[config.mk]
export PLATFORM = sky130hd
export DESIGN_NAME = instr2cache_bridge
export DESIGN_NICKNAME = d
export VERILOG_FILES = /design/src/rtl/magia_tile_pkg.sv /design/src/rtl/instr2cache_offs_fifo.sv /design/src/rtl/instr2cache_bridge.sv
export SDC_FILE = /design/constraint.sdc
export NUM_CORES = 1
export LEC_CHECK = 0
export CAP_MARGIN = 10
export CORE_MARGIN = 4
export CORE_UTILIZATION = 33
export DETAILED_ROUTE_END_ITERATION = 8
export PLACE_DENSITY = 0.78
export SLEW_MARGIN = 20
export SYNTH_ARGS = -nofsm -noshare
export SYNTH_HDL_FRONTEND = slang
export SYNTH_SLANG_ARGS = --single-unit
[constraint.sdc]
create_clock -name clk_i -period 1.7 [get_ports clk_i]
set_input_delay 0.34 -clock clk_i [delete_from_list [all_inputs] [get_ports clk_i]]
set_output_delay 0.34 -clock clk_i [all_outputs]
set_load 0.005 [all_outputs]
[src/rtl/magia_tile_pkg.sv]
// Shared tile-level definitions for the instruction-fetch path.
// Holds the default widths of the core fetch port and the I$ port,
// the request/response bundles built from those widths, and a helper
// that sizes the lane-offset field used by the fetch bridge.
package magia_tile_pkg;

    localparam int INSTR_ADDR_W           = 32;
    localparam int INSTR_DATA_W           = 32;
    localparam int ICACHE_DATA_W          = 128;
    localparam int ICACHE_MAX_OUTSTANDING = 2;

    // Core fetch port, request side
    typedef struct packed {
        logic                    req;
        logic [INSTR_ADDR_W-1:0] addr;
    } core_instr_req_t;

    // Core fetch port, response side (core-width data)
    typedef struct packed {
        logic                    gnt;
        logic                    rvalid;
        logic [INSTR_DATA_W-1:0] rdata;
        logic                    err;
    } core_instr_rsp_t;

    // I$ port, request side
    typedef struct packed {
        logic                    req;
        logic [INSTR_ADDR_W-1:0] addr;
    } core_cache_instr_req_t;

    // I$ port, response side (wide cache line data)
    typedef struct packed {
        logic                     gnt;
        logic                     rvalid;
        logic [ICACHE_DATA_W-1:0] rdata;
        logic                     err;
    } core_cache_instr_rsp_t;

    // Width of a lane index for a given cache/core ratio; never zero so
    // the offset FIFO always has a real storage field.
    function automatic int offs_width(input int ratio);
        if (ratio > 1) begin
            return $clog2(ratio);
        end else begin
            return 1;
        end
    endfunction

endpackage

[src/rtl/instr2cache_offs_fifo.sv]
// Small circular FIFO holding the lane offset of every in-flight fetch.
// Ports:
//   clk_i, rst_ni : clock, asynchronous active-low reset
//   push_i, din_i : enqueue one offset
//   pop_i         : dequeue the head entry
//   dout_o        : head entry (valid while empty_o = 0)
//   full_o        : DEPTH entries stored
//   empty_o       : no entry stored
// Push and pop in the same cycle are accepted at any occupancy, including
// full, because the pop frees the slot the push fills.
module instr2cache_offs_fifo
    import magia_tile_pkg::*;
#(
    parameter int DEPTH = 2,
    parameter int W     = 2
) (
    input  logic         clk_i,
    input  logic         rst_ni,
    input  logic         push_i,
    input  logic [W-1:0] din_i,
    input  logic         pop_i,
    output logic [W-1:0] dout_o,
    output logic         full_o,
    output logic         empty_o
);

    localparam int PW = (DEPTH > 1) ? $clog2(DEPTH) : 1;
    localparam int CW = $clog2(DEPTH + 1);

    logic [W-1:0]  mem_r [DEPTH];
    logic [PW-1:0] wr_ptr_r;
    logic [PW-1:0] rd_ptr_r;
    logic [CW-1:0] count_r;
    logic          do_push_s;
    logic          do_pop_s;

    // Advance a pointer, wrapping at DEPTH rather than at a power of two
    function automatic logic [PW-1:0] ptr_next(input logic [PW-1:0] ptr);
        if (ptr == PW'(DEPTH - 1)) begin
            return {PW{1'b0}};
        end else begin
            return ptr + PW'(1);
        end
    endfunction

    // Qualify push/pop so the storage can never over- or underflow
    always_comb begin
        do_pop_s  = pop_i & ~empty_o;
        do_push_s = push_i & (~full_o | do_pop_s);
    end

    // Status flags derived from the occupancy counter
    always_comb begin
        full_o  = (count_r == CW'(DEPTH));
        empty_o = (count_r == {CW{1'b0}});
        dout_o  = mem_r[rd_ptr_r];
    end

    // Storage array
    always_ff @(posedge clk_i or negedge rst_ni) begin
        if (!rst_ni) begin
            for (int i = 0; i < DEPTH; i++) begin
                mem_r[i] <= {W{1'b0}};
            end
        end else if (do_push_s) begin
            mem_r[wr_ptr_r] <= din_i;
        end else begin
            mem_r[wr_ptr_r] <= mem_r[wr_ptr_r];
        end
    end

    // Pointers and occupancy
    always_ff @(posedge clk_i or negedge rst_ni) begin
        if (!rst_ni) begin
            wr_ptr_r <= {PW{1'b0}};
            rd_ptr_r <= {PW{1'b0}};
            count_r  <= {CW{1'b0}};
        end else begin
            if (do_push_s) begin
                wr_ptr_r <= ptr_next(wr_ptr_r);
            end else begin
                wr_ptr_r <= wr_ptr_r;
            end
            if (do_pop_s) begin
                rd_ptr_r <= ptr_next(rd_ptr_r);
            end else begin
                rd_ptr_r <= rd_ptr_r;
            end
            case ({do_push_s, do_pop_s})
                2'b10:   count_r <= count_r + CW'(1);
                2'b01:   count_r <= count_r - CW'(1);
                default: count_r <= count_r;
            endcase
        end
    end

endmodule

[src/rtl/instr2cache_bridge.sv]
// Bridge between the core instruction-fetch port and the tile I$.
// Requests and grants pass straight through, gated by a credit that limits
// the number of in-flight fetches to MAX_OUTSTANDING. The lane offset of each
// accepted fetch is queued; when the (in-order) I$ answers, that offset picks
// the core-width lane out of the wide response, which is then registered
// toward the core.
// Ports:
//   clk_i, rst_ni                        : clock, asynchronous active-low reset
//   instr_req_i/addr_i, instr_gnt_o      : core fetch request channel
//   instr_rvalid_o/rdata_o/err_o         : core fetch response (registered)
//   cache_req_o/addr_o, cache_gnt_i      : I$ request channel
//   cache_rvalid_i/rdata_i/err_i         : I$ response channel
//   outstanding_o                        : in-flight fetch count
//   proto_err_o                          : sticky, I$ answered with nothing in flight
module instr2cache_bridge
    import magia_tile_pkg::*;
#(
    parameter int ADDR_W          = INSTR_ADDR_W,
    parameter int CORE_DATA_W     = INSTR_DATA_W,
    parameter int CACHE_DATA_W    = ICACHE_DATA_W,
    parameter int MAX_OUTSTANDING = ICACHE_MAX_OUTSTANDING
) (
    input  logic                                 clk_i,
    input  logic                                 rst_ni,
    input  logic                                 instr_req_i,
    input  logic [ADDR_W-1:0]                    instr_addr_i,
    output logic                                 instr_gnt_o,
    output logic                                 instr_rvalid_o,
    output logic [CORE_DATA_W-1:0]               instr_rdata_o,
    output logic                                 instr_err_o,
    output logic                                 cache_req_o,
    output logic [ADDR_W-1:0]                    cache_addr_o,
    input  logic                                 cache_gnt_i,
    input  logic                                 cache_rvalid_i,
    input  logic [CACHE_DATA_W-1:0]              cache_rdata_i,
    input  logic                                 cache_err_i,
    output logic [$clog2(MAX_OUTSTANDING+1)-1:0] outstanding_o,
    output logic                                 proto_err_o
);

    localparam int RATIO  = CACHE_DATA_W / CORE_DATA_W;
    localparam int OFFS_W = offs_width(RATIO);
    localparam int LSB    = $clog2(CORE_DATA_W / 8);
    localparam int CNT_W  = $clog2(MAX_OUTSTANDING + 1);

    logic [CNT_W-1:0]       cnt_r;
    logic                   credit_s;
    logic                   accept_s;
    logic                   resp_s;
    logic                   spurious_s;
    logic [OFFS_W-1:0]      push_offs_s;
    logic [OFFS_W-1:0]      head_offs_s;
    logic                   fifo_full_s;
    logic                   fifo_empty_s;
    logic                   fifo_push_s;
    logic                   fifo_pop_s;
    logic [CORE_DATA_W-1:0] lane_s;
    logic                   rvalid_r;
    logic [CORE_DATA_W-1:0] rdata_r;
    logic                   err_r;
    logic                   proto_err_r;

    // Credit comes from the registered count only, so a response never
    // reopens the grant in the same cycle it arrives.
    always_comb begin
        credit_s     = (cnt_r < CNT_W'(MAX_OUTSTANDING));
        cache_req_o  = instr_req_i & credit_s;
        cache_addr_o = instr_addr_i;
        instr_gnt_o  = cache_gnt_i & credit_s;
        accept_s     = instr_req_i & instr_gnt_o;
        resp_s       = cache_rvalid_i & (cnt_r != {CNT_W{1'b0}});
        spurious_s   = cache_rvalid_i & (cnt_r == {CNT_W{1'b0}});
    end

    // With equal widths there is only one lane, so the offset is constant
    generate
        if (RATIO > 1) begin : g_offs
            assign push_offs_s = instr_addr_i[LSB +: OFFS_W];
        end else begin : g_no_offs
            assign push_offs_s = {OFFS_W{1'b0}};
        end
    endgenerate

    // Counter and FIFO occupancy track each other; the flags only add a
    // second line of defence against over/underflow.
    always_comb begin
        fifo_push_s = accept_s & (~fifo_full_s | resp_s);
        fifo_pop_s  = resp_s & ~fifo_empty_s;
    end

    instr2cache_offs_fifo #(
        .DEPTH (MAX_OUTSTANDING),
        .W     (OFFS_W)
    ) u_offs_fifo (
        .clk_i   (clk_i),
        .rst_ni  (rst_ni),
        .push_i  (fifo_push_s),
        .din_i   (push_offs_s),
        .pop_i   (fifo_pop_s),
        .dout_o  (head_offs_s),
        .full_o  (fifo_full_s),
        .empty_o (fifo_empty_s)
    );

    // Pick the core-width lane addressed by the oldest in-flight fetch
    always_comb begin
        lane_s = CORE_DATA_W'(cache_rdata_i >> (head_offs_s * CORE_DATA_W));
    end

    // In-flight counter: accept and response in one cycle cancel out
    always_ff @(posedge clk_i or negedge rst_ni) begin
        if (!rst_ni) begin
            cnt_r <= {CNT_W{1'b0}};
        end else begin
            case ({accept_s, resp_s})
                2'b10:   cnt_r <= cnt_r + CNT_W'(1);
                2'b01:   cnt_r <= cnt_r - CNT_W'(1);
                default: cnt_r <= cnt_r;
            endcase
        end
    end

    // Registered response toward the core; data/err hold between responses
    always_ff @(posedge clk_i or negedge rst_ni) begin
        if (!rst_ni) begin
            rvalid_r <= 1'b0;
            rdata_r  <= {CORE_DATA_W{1'b0}};
            err_r    <= 1'b0;
        end else if (resp_s) begin
            rvalid_r <= 1'b1;
            rdata_r  <= lane_s;
            err_r    <= cache_err_i;
        end else begin
            rvalid_r <= 1'b0;
            rdata_r  <= rdata_r;
            err_r    <= err_r;
        end
    end

    // Sticky flag for responses that match no outstanding fetch
    always_ff @(posedge clk_i or negedge rst_ni) begin
        if (!rst_ni) begin
            proto_err_r <= 1'b0;
        end else if (spurious_s) begin
            proto_err_r <= 1'b1;
        end else begin
            proto_err_r <= proto_err_r;
        end
    end

    // Drive outputs from registers
    always_comb begin
        instr_rvalid_o = rvalid_r;
        instr_rdata_o  = rdata_r;
        instr_err_o    = err_r;
        outstanding_o  = cnt_r;
        proto_err_o    = proto_err_r;
    end

endmodule
[After elaboration in Yosys (flattened, before gate mapping)]
Cells that the tools add are included.
Word-level totals
  bits in registers: 45
  input port bits: 166
  output and inout port bits: 71
  word-level logic and storage cells: 63
Cells by class
  equality and inequality tests: 5
  add/sub/neg operators: 6
  reductions and logical operators: 6
  shifts and indexed selects: 1
  muxes and demuxes: 16
  magnitude comparators: 4
  bitwise gates (word level): 15
Operators with widths (count)
  128-bit by 7-bit >> shifter with 32-bit output: 1
  2-bit two-way mux: 7
  1-bit bitwise AND: 9
  4-bit bitwise mux: 2
  2-bit case mux with 2 select lines: 2
  2-bit equality test, second input constant: 3
  2-bit nonzero test: 3
  2-bit by 1-bit adder with 2-bit output, second input constant: 2
  2-bit by 1-bit equality test with 1-bit output, second input constant: 2
  2-bit greater-or-equal comparator, second input constant: 2
  2-bit zero test: 2
  4-bit two-way mux: 1
  1-bit inverter with 2-bit output: 2
  2-bit by 1-bit subtractor with 2-bit output, second input constant: 2
  1-bit two-way mux: 3
  1-bit adder, second input constant: 2
  2-bit demux with 1-bit select: 1
  2-bit by 1-bit less-than comparator with 1-bit output, second input constant: 1
  2-bit less-than comparator, second input constant: 1
  1-bit inverter: 2
  1-bit bitwise OR: 2
  1-bit logical AND: 1

[Logic depth before layout (Yosys ltp)]
Gate-level depths: netlist of run 1.
  depth in word-level cells: 8
  depth in mapped cells: 8
  mapped depth without buffers: 7

[Cells and area by module]
Synthesis of run 1 repeated with hierarchy kept, for this count alone.
Second synthesis, totals
  cell total of the unflattened synthesis: 269
  area total of the unflattened synthesis: 3057.9 um2
Modules (own cells, without submodules)
  instr2cache_bridge: cells each 232, area an instance 2647.5 um2, times used 1, seq. area each 925.9 um2
  instr2cache_offs_fifo: cells each 37, area an instance 410.4 um2, times used 1, seq. area each 200.2 um2

[Least setup slack after synthesis of run 1]
No wires, ideal clock.
  path kind: register to register
  from: register cnt_r[1] (netlist: outstanding_o[1])
  to: register cnt_r[1] (netlist: outstanding_o[1])
  stages on the path, launching flop included: 8
  slack: -0.049 ns
  clock period less this slack: 1.749 ns
  arrival time: 1.670 ns
  library setup time: 0.079 ns
  required time: 1.621 ns
  path buffers: 2
  cells stage by stage: dfrtp_1 -> o21ai_1 -> buf_4 -> clkbuf_2 -> inv_1 -> ha_1 -> nor2_1 -> xor2_1
Between the ends
  elaborated cells on any way between the ends: 11
  classes of those cells: add/sub: 2; order compare: 1; eq/ne: 2; mux: 1; bitwise: 3; reduce/logical: 2
RTL lines
  from (decl): RTL line instr2cache_bridge.sv:46  | logic [CNT_W-1:0] cnt_r;
  from (signal assigned): RTL line instr2cache_bridge.sv:113  | cnt_r <= {CNT_W{1'b0}};
  from (signal assigned): RTL line instr2cache_bridge.sv:116  | 2'b10: cnt_r <= cnt_r + CNT_W'(1);
  from (signal assigned): RTL line instr2cache_bridge.sv:117  | 2'b01: cnt_r <= cnt_r - CNT_W'(1);
  2-bit nonzero test (*): RTL line instr2cache_bridge.sv:71  | resp_s = cache_rvalid_i & (cnt_r != {CNT_W{1'b0}});
  1-bit bitwise AND (*): RTL line instr2cache_bridge.sv:71
  named net resp_s: RTL line instr2cache_bridge.sv:49  | logic resp_s;
  2-bit by 1-bit equality test with 1-bit output / 2-bit equality test (equally long branches): RTL line instr2cache_bridge.sv:115  | case ({accept_s, resp_s})
  2-bit case mux with 2 select lines / 2-bit nonzero test (equally long branches)
Mark *: on every way through the listed nets, which the timed path passes. The rest lies on a longest branch.
A chain may end at the register's enable or synchronous reset.

[Worst setup path after layout of run 1]
  from: input instr_addr_i[2]
  to: output cache_addr_o[2]
RTL lines
  from (decl): RTL line instr2cache_bridge.sv:26  | input logic [ADDR_W-1:0] instr_addr_i,
  to (decl): RTL line instr2cache_bridge.sv:32  | output logic [ADDR_W-1:0] cache_addr_o,
No word-level cell between the ends.

==> results of run 1 <==
metrics by stage:
step	worst slack, ns	setup TNS [ns]	hold slack (ns)	cell area, um2	power, W
3_5_place_dp	-0.290	-2.60	0.346	5390	0.00848
5_1_grt	-0.00954	-0.00954	0.0165	5550	0.0102
4_1_cts	0.0229	0	0.00800	5520	0.00940
6_report	0.0423	0	-0.0116	5550	0.00938
2_1_floorplan	0.00698	0	0.0444	3610	0.00584
3_3_place_gp	-0.233	-1.42	0.343	5390	0.00830
cell usage in the layout (no fill, tap or decap), drive strengths merged:
master         synthesis  final
a21o                   1      1
a21oi                 31     31
a31oi                  2      2
and2b                  1      1
buf                   51     31
bufinv                 0      1
clkbuf                21      5
clkdlybuf4s50          0    171
clkinv                 0      1
clkinvlp               0      1
dfrtp                 45     45
dlygate4sd2            0      2
dlymetal6s2s           0      2
ha                     2      2
inv                    5      5
mux2                   5      5
mux2i                  1      1
nand2                  5      5
nand2b                32     32
nand3b                 1      1
nor2                 103    103
nor2b                  2      2
o21a                  31     31
o21ai                 66     66
o22ai                 32     32
o2bb2ai                1      1
o31a                  31     31
xnor2                  5      5
xor2                   3      3
Yosys cell counts:
| cell | count |
|---|---|
| nor2_1 | 103 |
| o21ai_0 | 65 |
| dfrtp_1 | 45 |
| buf_4 | 33 |
| nand2b_1 | 32 |
| o22ai_1 | 32 |
| a21oi_1 | 31 |
| o21a_1 | 31 |
| o31a_1 | 31 |
| clkbuf_1 | 20 |
| buf_2 | 11 |
| inv_1 | 5 |
| nand2_1 | 5 |
| xnor2_1 | 5 |
| buf_6 | 4 |
| mux2_2 | 4 |
| buf_1 | 3 |
| xor2_1 | 3 |
| a31oi_1 | 2 |
| ha_1 | 2 |
| nor2b_1 | 2 |
| a21o_1 | 1 |
| and2b_1 | 1 |
| clkbuf_2 | 1 |
| mux2_4 | 1 |
| mux2i_1 | 1 |
| nand3b_1 | 1 |
| o21ai_1 | 1 |
| o2bb2ai_1 | 1 |
registers in the layout, summed over array words and instances (netlist names):
register,flops
u_offs_fifo.wr_ptr_r,1
outstanding_o,2
u_offs_fifo.count_r,2
u_offs_fifo.rd_ptr_r,1
instr_err_o,1
instr_rvalid_o,1
u_offs_fifo.mem_r,4
instr_rdata_o,32
proto_err_o,1
logic make-up after synthesis:
group                      after synthesis
xor gates and xnor gates                 8
muxes                                    6
adders and majority gates                2
DFF                                     45
and+or+nand+nor                        144
AOI/OAI and AO/OA                      195
buffers and inverters                   77
repair_timing:
item	in CTS	in global routing
resized for setup	5	6
endpoints found under the setup margin	5	6
setup buffers	2	0
worst paths after layout:
check | startpoint | to | slack (ns) | depth (start not counted)
worst max-delay path | instr_addr_i[2] | cache_addr_o[2] | 0.04 | 2
worst min-delay path | rst_ni | outstanding_o[0] | -0.01 | 2
worst max register to register | outstanding_o[1] | u_offs_fifo.count_r[1] | 0.08 | 7
worst min register to register | proto_err_o | proto_err_o | 0.47 | 1
max in group asynchronous | rst_ni | instr_rdata_o[3] | 1.46 | 2
min in group clk_i | proto_err_o | proto_err_o | 0.47 | 1
layer usage:
metal / track usage [%] / wire length, um / up-vias
met5: 0 / 0 / -
met4: 6.17 / 349 / 0
met3: 5.18 / 1240 / 34
met2: 36.7 / 6580 / 217
met1: 25.5 / 5600 / 1935
li1: - / - / 1918
where the power goes:
group | leakage (nW) | total, W | internal, W | switching [W]
clock network | 0.0543 | 0.000849 | 0.000441 | 0.000409
logic | 1.58 | 0.00652 | 0.00328 | 0.00324
registers | 0.507 | 0.00201 | 0.00162 | 0.000385
cell type report:
type,instances,area [um2]
clock inverters,3,46.3
flip-flops and latches,45,1130
multi-input cells,355,2070
fillers,990,4910
well taps,136,170
clock buffers,5,68.8
inverters,5,18.8
repair buffers,206,2050
==> results.sh, run 1 <==
export IMPL_cp_top_family="buffers and inverters"
export IMPL_min_path_type="in -> async"
export IMPL_period_needed_ns=1.66
export IMPL_setup_viol=0
export IMPL_ioPinCount=237
export IMPL_fp_dieArea_um2=12600
export IMPL_cts_buffers=5
export IMPL_die_x_um=112
export IMPL_instances_no_fill=755
export IMPL_layout_drive_gt1_share_pct=8.72
export IMPL_h_tree_depth=2
export IMPL_p_leak_nw=2.14
export IMPL_min_period_over_period_pct=97.5
export IMPL_ys_warn_count=0
export IMPL_fp_dieH_um=112
export IMPL_rows=37
export IMPL_grt_pass1_vias=4150
export IMPL_finalClockSkew_ns=0.00463
export IMPL_antenna_left=0
export IMPL_worstSetupEndpointType="output pin"
export IMPL_drt_iter0_drc=378
export IMPL_cts_hold_buffers=0
export IMPL_synth_seq_area_share_pct=31.3
export IMPL_synth_fa_ha_area_share_pct=0.695
export IMPL_avgRoutedWirePerCell_um=18.2
export IMPL_area_delta_synth_final_pct=54.1
export IMPL_grt_max_degree=64
export IMPL_grtUsageTotal_pct=21.0
export IMPL_cp_required_ns=1.36
export IMPL_dpl_cell_count=745
export IMPL_timing_critical_path_buf_inv=2
export IMPL_avgSynthCellArea_um2=7.55
export IMPL_worstPathArrival_ns=1.32
export IMPL_coreArea_um2=10500
export IMPL_postSynthNetCount=645
export IMPL_synth_area_top_cells="dfrtp_1 31%, nor2_1 11%, o21ai_0 9.0%, o31a_1 7.5%, buf_4 6.9%"
export IMPL_hold_viol=7
export IMPL_crit_path_start_kind="primary input"
export IMPL_status="finished with violations"
export IMPL_max_stage_delay_ns=0.51
export IMPL_n_antenna_cell=0
export IMPL_violations="hold timing"
export IMPL_synthXorXnorAreaFrac_pct=1.95
export IMPL_slowest_stage="clkdlybuf4s50_1"
export IMPL_tightest_slew_ns=0.426
export IMPL_finish_utilization_pct=53.0
export IMPL_cts_tree="yes"
export IMPL_critical_path_class="in -> out"
export IMPL_gp_routability_congestion=0.862
export IMPL_synth_top_cell_by_area="dfrtp_1"
export IMPL_vias=4104
export IMPL_wl_mm=13.8
export IMPL_ir_drop_uv=874
export IMPL_hold_ws_ns=-0.0116
export IMPL_crit_top_cell="clkdlybuf4s50_1"
export IMPL_synth_cell_type_count=29
export IMPL_place_hpwl_mm=10.0
export IMPL_worst_path_max_fanout=2
export IMPL_clock_sinks=45
export IMPL_power_density_nw_per_um2=1690
export IMPL_grt_overflow=0
export IMPL_relSlewSlack_pct=71.6
export IMPL_grt_pass1_wl_mm=21.7
export IMPL_drc=0
export IMPL_nNetsFinal=786
export IMPL_avgViaCountPerCell=5.44
export IMPL_synth_top_family_by_area="compound AO/OA/AOI/OAI gates"
export IMPL_clk_latency_ns=0.30
export IMPL_syn_area_um2=3600
export IMPL_path_clk_slew_ns=0.10
export IMPL_initial_core_util_pct=34.4
export IMPL_muxShareOfSynthArea_pct=1.95
export IMPL_antenna_found_initial=0
export IMPL_cp_cell_sequence="clkdlybuf4s50_1 > clkdlybuf4s50_1"
export IMPL_port_buffers=176
export IMPL_synthCells=477
export IMPL_synth_top_area_share_pct=31.3
export IMPL_max_freq_mhz=603
export IMPL_dr_pass1_iters=5
export IMPL_drv_cap=0
export IMPL_synth_seq_cells=45
export IMPL_synth_compound_area_share_pct=33.8
export IMPL_final_max_slew_violation_count=0
export IMPL_cts_root_buffer_cell="clkbuf_8"
export IMPL_synth_simple_area_share_pct=17.6
export IMPL_cts_buffer_depth=2
No activity file was read; power rests on OpenSTA's default activity.
==> run 2: changes to the inputs <==
CAP_MARGIN = unset   (was 10)
CORE_ASPECT_RATIO = 2   (was unset)
==> results.sh, run 2 (synthesized netlist as in run 1, its figures left out) <==
export IMPL_status="finished, final reports clean"
export IMPL_cp_required_ns=1.88
export IMPL_cts_buffers=5
export IMPL_clk_latency_ns=0.29
export IMPL_antenna_found_initial=0
export IMPL_h_tree_depth=2
export IMPL_reg2reg_from="outstanding_o[1]"
export IMPL_fp_dieArea_um2=12700
export IMPL_r2r_end="u_offs_fifo.count_r[1]"
export IMPL_cts_buffer_depth=2
export IMPL_cts_root_buffer_cell="clkbuf_16"
export IMPL_dpl_cell_count=749
export IMPL_grt_pass1_wl_mm=19.9
export IMPL_grt_setup_unrepaired="true"
export IMPL_critical_path_class="reg -> reg"
export IMPL_final_cell_mix="171 x clkdlybuf4s50_1, 100 x nor2_1, 65 x o21ai_0"
export IMPL_final_max_slew_violation_count=0
export IMPL_worstPathArrival_ns=1.83
export IMPL_largest_reg_flops=32
export IMPL_drc=0
export IMPL_p_leak_nw=2.20
export IMPL_port_buffers=176
export IMPL_grt_overflow=0
export IMPL_hold_viol=0
export IMPL_tightest_slew_ns=0.444
export IMPL_period_needed_ns=1.66
export IMPL_n_antenna_cell=0
export IMPL_ir_drop_uv=921
export IMPL_rows=53
export IMPL_instances_no_fill=760
export IMPL_relSlewSlack_pct=70.4
export IMPL_crit_path_start_kind="register"
export IMPL_layout_drive_gt1_share_pct=9.63
export IMPL_wl_mm=13.8
export IMPL_max_freq_mhz=603
export IMPL_min_period_over_period_pct=97.5
export IMPL_fp_dieH_um=156
export IMPL_whs_endpoint="instr_err_o"
export IMPL_path_clk_slew_ns=0.07
export IMPL_drt_iter0_drc=265
export IMPL_finalClockSkew_ns=0.00928
export IMPL_cts_tree="yes"
export IMPL_coreArea_um2=10600
export IMPL_avgViaCountPerCell=5.32
export IMPL_avgRoutedWirePerCell_um=18.1
export IMPL_r2r_cells=8
export IMPL_reg2reg_slack_ns=0.04
export IMPL_nNetsFinal=790
export IMPL_hold_start="instr_err_o"
export IMPL_final_common_cell="clkdlybuf4s50_1"
export IMPL_drv_cap=0
export IMPL_worst_path_max_fanout=4
export IMPL_place_hpwl_mm=10.2
export IMPL_setup_viol=0
export IMPL_dr_pass1_iters=5
export IMPL_clock_sinks=45
export IMPL_antenna_left=0
export IMPL_vias=4044
export IMPL_worstHoldPathCells=2
export IMPL_area_delta_synth_final_pct=57.4
export IMPL_grt_pass1_vias=4015
export IMPL_ioPinCount=237
export IMPL_fin_tns_setup_ns=0
export IMPL_power_density_nw_per_um2=1730
export IMPL_gp_routability_congestion=0.826
export IMPL_grt_max_degree=40
export IMPL_initial_core_util_pct=33.9
export IMPL_worstSetupEndpointType="register"
export IMPL_min_path_type="reg -> reg"
export IMPL_grtUsageTotal_pct=20.3
export IMPL_die_x_um=81.9
export IMPL_finish_utilization_pct=53.4
==> run 2: timing repair <==
action	in CTS	in global routing
gates resized for setup	5	13
endpoints found under the hold margin	16	0
hold buffers	1	0
pin swaps	1	5
cloned	0	1
endpoints found under the setup margin	4	23
buffers inserted	1	0
==> run 2: per-stage QoR <==
step                hold slack, ns  power (W)  worst slack, ns  instance area, um2
finish                       0.490    0.00979           0.0427                5670
global route                 0.503     0.0106          -0.0786                5670
CTS                          0.493    0.00968          0.00495                5610
detailed placement           0.305    0.00860           -0.257                5440
global placement             0.292    0.00840           -0.208                5440
floorplan                   0.0444    0.00584          0.00698                3610
==> run 2: how the worst max path moves through the flow <==
stage / start / to / slack (ns) / cells past startpoint
6_report: outstanding_o[1] / u_offs_fifo.count_r[1] / 0.04 / 8
3_3_place_gp: cache_rvalid_i / u_offs_fifo.count_r[1] / -0.21 / 7
3_5_place_dp: cache_rvalid_i / u_offs_fifo.count_r[1] / -0.26 / 7
4_1_cts: outstanding_o[1] / u_offs_fifo.mem_r[2] / 0.005 / 6
2_1_floorplan: outstanding_o[1] / outstanding_o[1] / 0.007 / 7
5_1_grt: outstanding_o[1] / u_offs_fifo.count_r[1] / -0.08 / 8
==> run 2: layout make-up <==
class / instances / area (um2)
Fill cell: 981 / 4940
Clock inverter: 3 / 26.3
Multi-Input combinational cell: 356 / 2090
Inverter: 5 / 18.8
Sequential cell: 45 / 1130
Timing Repair Buffer: 209 / 2100
Tap cell: 137 / 171
Clock buffer: 5 / 125
==> run 2: power by group <==
part	internal, W	leakage [nW]	total, W	switching, W
Clock	0.000556	0.0744	0.000997	0.000441
Sequential	0.00163	0.507	0.00203	0.000407
Combinational	0.00342	1.62	0.00676	0.00334
Total	0.00561	2.20	0.00979	0.00418
==> run 2: critical path, cell delays in order (launching register included) <==
cell and delay, ns:
dfrtp_2 0.42, buf_6 0.13, nand3b_1 0.19, a31oi_2 0.21, inv_2 0.09, ha_4 0.17, xnor2_2 0.14, nor2_2 0.05
xor2_1 0.15
==> run 2: routing by layer <==
| layer | part of all wire [%] | track usage, % |
|---|---|---|
| met3 | 8.0 | 3.76 |
| met4 | 4.6 | 11.0 |
| met2 | 53 | 36.9 |
| met1 | 35 | 21.1 |
| met5 | 0 | 0 |
